`config.mk`:
```
export PLATFORM = sky130hd
export DESIGN_NAME = matrix_stream_out
export DESIGN_NICKNAME = d
export VERILOG_FILES = /design/src/rtl/matrix_pkg.sv /design/src/rtl/matrix_stream_out.sv
export SDC_FILE = /design/constraint.sdc
export NUM_CORES = 1
export LEC_CHECK = 0
export CORE_ASPECT_RATIO = 0.7
export CORE_MARGIN = 2
export CORE_UTILIZATION = 47
export DETAILED_ROUTE_END_ITERATION = 8
export GPL_TIMING_DRIVEN = 0
export PLACE_DENSITY = 0.78
export SLEW_MARGIN = 20
export SYNTH_ARGS = -nofsm -noshare
export SYNTH_HDL_FRONTEND = slang
export SYNTH_SLANG_ARGS = --single-unit
```
`constraint.sdc`:
```
create_clock -name clock -period 12.5 [get_ports clock]
set_clock_uncertainty 0.05 [all_clocks]
set_input_delay 2.5 -clock clock [delete_from_list [all_inputs] [get_ports clock]]
set_output_delay 2.5 -clock clock [all_outputs]
set_load 0.03 [all_outputs]
```
`src/rtl/matrix_pkg.sv`:
```
// Shared definitions for the matrix output stage: default element width,
// index-width helper, streaming FSM state type and the ReLU helper used when
// MATRIX_STREAM_RELU_EN is defined.
package matrix_pkg;

    localparam int DEF_WIDTH_BIT = 32;

    // Counter width for an index range of n entries; never narrower than one bit.
    function automatic int idx_w(input int n);
        return (n <= 1) ? 1 : $clog2(n);
    endfunction

    typedef enum logic [0:0] {
        IDLE   = 1'b0,
        STREAM = 1'b1
    } stream_state_t;

    // Clamp negative values to zero. Operates on a 64-bit signed container so
    // any element width up to 64 can use it via sign-extending casts.
    function automatic logic signed [63:0] relu(input logic signed [63:0] x);
        return (x < 0) ? 64'sd0 : x;
    endfunction

endpackage

```
`src/rtl/matrix_stream_out.sv`:
```
// Matrix output stage: captures a full ROWS x COLS result matrix in one cycle
// and streams it row-major, one element per valid/ready transfer. A new matrix
// can be captured on the last-element transfer, so consecutive matrices stream
// without a bubble.
// Optional build macro: MATRIX_STREAM_RELU_EN (ReLU applied to out_data).
module matrix_stream_out
    import matrix_pkg::*;
#(
    parameter int ROWS      = 3,
    parameter int COLS      = 3,
    parameter int WIDTH_BIT = DEF_WIDTH_BIT
) (
    input  logic                                         clock,
    input  logic                                         reset,
    input  logic                                         in_valid,
    output logic                                         in_ready,
    input  logic signed [ROWS-1:0][COLS-1:0][WIDTH_BIT-1:0] MatrixO,
    output logic                                         out_valid,
    input  logic                                         out_ready,
    output logic signed [WIDTH_BIT-1:0]                  out_data,
    output logic [idx_w(ROWS)-1:0]                       out_row,
    output logic [idx_w(COLS)-1:0]                       out_col,
    output logic                                         out_last
);

    localparam int RW = idx_w(ROWS);
    localparam int CW = idx_w(COLS);
    localparam logic [RW-1:0] ROW_LAST = RW'(ROWS - 1);
    localparam logic [CW-1:0] COL_LAST = CW'(COLS - 1);

    stream_state_t state_q, state_d;
    logic [RW-1:0] row_q, row_d;
    logic [CW-1:0] col_q, col_d;
    logic signed [WIDTH_BIT-1:0] buf_q [ROWS][COLS];

    logic capture;
    logic xfer;
    logic signed [WIDTH_BIT-1:0] elem;

    assign out_valid = (state_q == STREAM);
    assign out_last  = (state_q == STREAM) && (row_q == ROW_LAST) && (col_q == COL_LAST);
    // Ready while idle, or when the final element leaves this very cycle.
    assign in_ready  = (state_q == IDLE) || (out_last && out_ready);
    assign capture   = in_valid && in_ready;
    assign xfer      = out_valid && out_ready;

    assign out_row = row_q;
    assign out_col = col_q;
    assign elem    = buf_q[row_q][col_q];

`ifdef MATRIX_STREAM_RELU_EN
    assign out_data = WIDTH_BIT'(relu(64'(elem)));
`else
    assign out_data = elem;
`endif

    // Next state and row-major index advance; capture takes priority so the
    // counters restart at [0][0] on a back-to-back matrix.
    always_comb begin
        state_d = state_q;
        row_d   = row_q;
        col_d   = col_q;
        if (capture) begin
            state_d = STREAM;
            row_d   = '0;
            col_d   = '0;
        end else if (xfer) begin
            if (out_last) begin
                state_d = IDLE;
                row_d   = '0;
                col_d   = '0;
            end else if (col_q == COL_LAST) begin
                col_d = '0;
                row_d = row_q + RW'(1);
            end else begin
                col_d = col_q + CW'(1);
            end
        end
    end

    // FSM and index registers.
    always_ff @(posedge clock or posedge reset) begin
        if (reset) begin
            state_q <= IDLE;
            row_q   <= '0;
            col_q   <= '0;
        end else begin
            state_q <= state_d;
            row_q   <= row_d;
            col_q   <= col_d;
        end
    end

    // Matrix buffer: written only on capture, so MatrixO may change afterwards.
    always_ff @(posedge clock or posedge reset) begin
        if (reset) begin
            for (int r = 0; r < ROWS; r++) begin
                for (int c = 0; c < COLS; c++) begin
                    buf_q[r][c] <= '0;
                end
            end
        end else if (capture) begin
            for (int r = 0; r < ROWS; r++) begin
                for (int c = 0; c < COLS; c++) begin
                    buf_q[r][c] <= MatrixO[r][c];
                end
            end
        end
    end

endmodule

```
== Yosys cells after proc, flatten, opt, wreduce, memory -nomap -nowiden ==
Index checks and enable logic that the tools add are counted.
Storage, ports and cells
  register bits after elaboration: 293
  bits in latches: 0
  bits in writable memories: 0
  ROM bits: 0
  output and inout bits: 39
  logic and storage cells: 49
  memories kept: 0
Operators by class
  $add $sub $neg: 2
  multiply operators: 0
  div/mod/pow operators: 0
  $lt $le $gt $ge: 2
  equality and inequality tests: 2
  shift operators: 0
  muxes and demuxes: 17
  bitwise operators: 3
  reduce and logical (&&, ||, !) cells: 11
Operators by type and width (count)
  $bmux W96 S2: 1
  $mux W96: 2
  $bmux W32 S2: 1
  $mux W32: 2
  $mux W2: 8
  $ge A3 B3 Y1 const B: 2
  $not A2 Y3: 2
  $logic_and A1 B1 Y1: 5
  $add A2 B1 Y2 const B: 2
  $eq A2 B2 Y1 const B: 2
  $reduce_and A2 Y1: 2
  $reduce_bool A2 Y1: 2
  $mux W1: 3
  $reduce_bool A3 Y1: 1
  $logic_or A1 B1 Y1: 1
  $not A1 Y1: 1

== Logic depth before layout (Yosys ltp) ==
  depth in word-level cells: 8
  depth in mapped cells: 8
  gate-level depth less buffers: 5

== Worst setup path before layout ==
No wires, ideal clock.
  path kind: input port to output port
  start: input out_ready
  end: output in_ready
  data arrival time: 2.900 ns
  data required time: 9.950 ns
  path slack: 7.050 ns
  cell stages on the path: 2
  buffers on the path: 0
  path through: nand4b_1 -> nand2_1
Between the ends
  cells in the longest elaborated chain, start to end: 2
Ends and longest elaborated chain
  from (decl): line matrix_stream_out.sv:19  | input logic out_ready,
  $logic_and A1 B1 Y1: line matrix_stream_out.sv:43  | assign in_ready = (state_q == IDLE) || (out_last && out_ready);
  $logic_or A1 B1 Y1: line matrix_stream_out.sv:43
  to (decl): line matrix_stream_out.sv:16  | output logic in_ready,
Every way passes these cells.

== Worst setup path in the final report ==
Same ends and word-level chain as after synthesis.

==> results.json <==
{
  "core_area_mm2": 0.02782,
  "design.die.area_mm2": 0.02972,
  "critPathArrivalTime_ns": 4.08,
  "power.internal_mw": 2.885,
  "setup_viol": 0,
  "netlist_top_cells_area": "dfrtp_1 55%, mux2_1 17%, mux2_2 9.6%",
  "wl_per_cell_um": 25.04,
  "synth_cell_types": 33,
  "hold_path_class": "reg2reg",
  "p_clk_frac": 0.200,
  "vias": 9344,
  "grt_overflow": 0,
  "die_width_um": 205.2,
  "fmax_mhz": 150.9,
  "clock_latency_ns": 0.56,
  "drc_errors": 0,
  "startpoint_type": "input port",
  "grt_max_degree": 106,
  "utilization": 0.6522,
  "ir_drop_mv": 0.1105,
  "grt_use_total": 0.2787,
  "tightest_slew_ns": 0.9196,
  "synth_nets": 1203,
  "power_frac_comb": 0.440,
  "gp_congestion": 0.8350,
  "clk_pin_slew_ns": 0.06,
  "drtIter0Drc": 599,
  "outcome": "complete, no violations",
  "grt_pass1_wl_um": 60600,
  "drtAntennaViolNets": 0,
  "clockBufferDepth": 3,
  "wl_um": 41910,
  "dp.cells": 1613,
  "ctsHoldBuffers": 0,
  "die_h_um": 144.8,
  "seq_power_share": 0.360,
  "dp.final_hpwl_um": 31410,
  "io_buffers": 330,
  "p_switching_mw": 1.686,
  "synth_largest_area_cell": "dfrtp_1",
  "area_growth_syn_to_layout_pct": 36.27,
  "fin_crit_sh": 0.5302,
  "period_needed_ns": 6.627,
  "hold_viol_final": 0,
  "final_layout_size_suffix_gt1_frac": 0.1668,
  "syn_avg_cell_area_um2": 14.63,
  "p_total_mw": 4.571,
  "finalSetupTns_ns": 0,
  "fin_cells": 1674,
  "io_pins": 331,
  "cts_root_buf": "clkbuf_16",
  "ys_ff_latch": 293,
  "pwr_density_cell_mw_per_mm2": 251.9,
  "seq_area_frac_synth": 0.5506,
  "cts_setup_buffers": 0,
  "cts_tree": "yes",
  "cts-resized-gates": 0,
  "cp.required_ns": 9.95,
  "p_sw_frac": 0.3688,
  "firstDrtPassIters": 5,
  "antenna_found_initial": 8,
  "slew_headroom": 0.3822,
  "via_per_inst": 5.582,
  "whs_ns": 0.4344,
  "path_max_fanout": 6,
  "leakage_nw": 7.687,
  "end_kind": "primary output",
  "yosysTopAreaCellShare": 0.5506,
  "synth-warning-count": 0,
  "criticalPathCategory": "in2out",
  "cts_num_sinks": 293,
  "syn_area_mm2": 0.01332,
  "finalMaxSlewViolations": 0,
  "fin_nets": 1566,
  "synth_cells": 910,
  "start_util": 0.4786,
  "num_rows": 51,
  "maxCapViolations": 0,
  "grt_pass1_vias": 9853,
  "rsz0062_at_grt": "no",
  "htree_num_levels": 1,
  "cts-buffers-inserted": 29
}
[synthesized netlist by cell type]
master and instances:
and2_0 1, or2_2 1, nor3_1 1, inv_1 4, a2bb2oi_1 1, ha_1 1
buf_2 23, a31oi_1 1, a311o_1 1, a21oi_2 1, a221o_1 31, and3_1 1
buf_6 11, dfrtp_1 293, nand2_1 5, or3_1 1, o22ai_1 38, nand2b_1 1
a21oi_1 1, o21ai_0 3, nor2b_1 3, nor2_1 1, mux2_2 114, nand4b_1 2
a22oi_1 1, o2bb2ai_1 25, mux2_1 200, mux2i_1 103, or3b_2 2, or3b_1 1
clkbuf_1 23, o32a_1 1, buf_4 14
[path summary, 6_finish.rpt]
kind | to | cells past startpoint | from | slack [ns]
setup / recovery | in_ready | 4 | out_ready | 5.87
hold / removal | buf_q[212] | 1 | buf_q[212] | 0.43
setup reg to reg | buf_q[5] | 8 | out_row[0] | 9.35
hold reg to reg | buf_q[212] | 1 | buf_q[212] | 0.43
max in group asynchronous | buf_q[54] | 3 | reset | 9.00
min in group asynchronous | buf_q[173] | 2 | reset | 2.40
[cell usage in the layout (no fill, tap or decap), types with 11 or more instances in the layout]
cell and instances:
mux2_2 114, clkbuf_16 29, clkdlybuf4s50_1 330, o2bb2ai_1 25, mux2_1 200, mux2i_1 103, o22ai_1 38, buf_6 11
clkbuf_1 29, buf_4 14, a221o_1 31, buf_2 23, dfrtp_1 293
[worst max-delay path, stage by stage]
cell and delay (ns):
clkdlybuf4s50_1 0.57, nand4b_1 0.17, nand2_1 0.13, clkdlybuf4s50_1 0.70
[registers in the layout (all words and copies together) (netlist names)]
signal,count
buf_q,288
out_col,2
out_row,2
out_valid,1
[through the flow]
| stage | area (um2) | setup slack, ns |
|---|---|---|
| 2_1_floorplan | 13320 | 1.859 |
| 3_3_place_gp | 17080 | -1.874 |
| 3_5_place_dp | 17150 | 5.884 |
| 4_1_cts | 18130 | 5.879 |
| 5_1_grt | 18140 | 5.824 |
| 6_report | 18150 | 5.873 |
[routing by layer]
layer	wire, um	track usage	up-vias	part of all wire
met5	13	0	-	0.00031
met4	857	0.07194	2	0.020
met3	3180	0.06494	58	0.076
met2	18050	0.4115	345	0.43
met1	19810	0.4136	4807	0.47
li1	-	-	4132	-
[final cells by class]
class	count	area (um2)
fillers	2104	9676
flip-flops and latches	293	7332
multi-input cells	542	5539
repair buffers	332	3358
clock buffers	39	803.3
well taps	371	464.2
plain buffers	71	430.4
clock inverters	14	176.4
inverters	4	22.52
diodes	8	20.02
[power groups by stage]
stage	Combinational, mW	Clock, mW	Sequential (mW)
after CTS	2.00	0.928	1.64
after floorplan	1.27	0	1.59
after detailed placement	1.99	0	1.66
after global placement	1.95	0	1.63
after global routing	2.12	0.964	1.70
final	2.01	0.913	1.65
[cells by family (layout without fill, tap and decap cells)]
logic type,after synthesis,count (layout),share of synthesized area
AO/OA/AOI/OAI,104,104,0.06295
adder cells (fa/ha/maj),1,1,0.0009394
AND/OR/NAND/NOR,20,20,0.009116
flip-flops,293,293,0.5506
other,0,8,0
multiplexers,417,417,0.3429
buffers and inverters,75,460,0.03345
(Power assumes the default switching activity.)
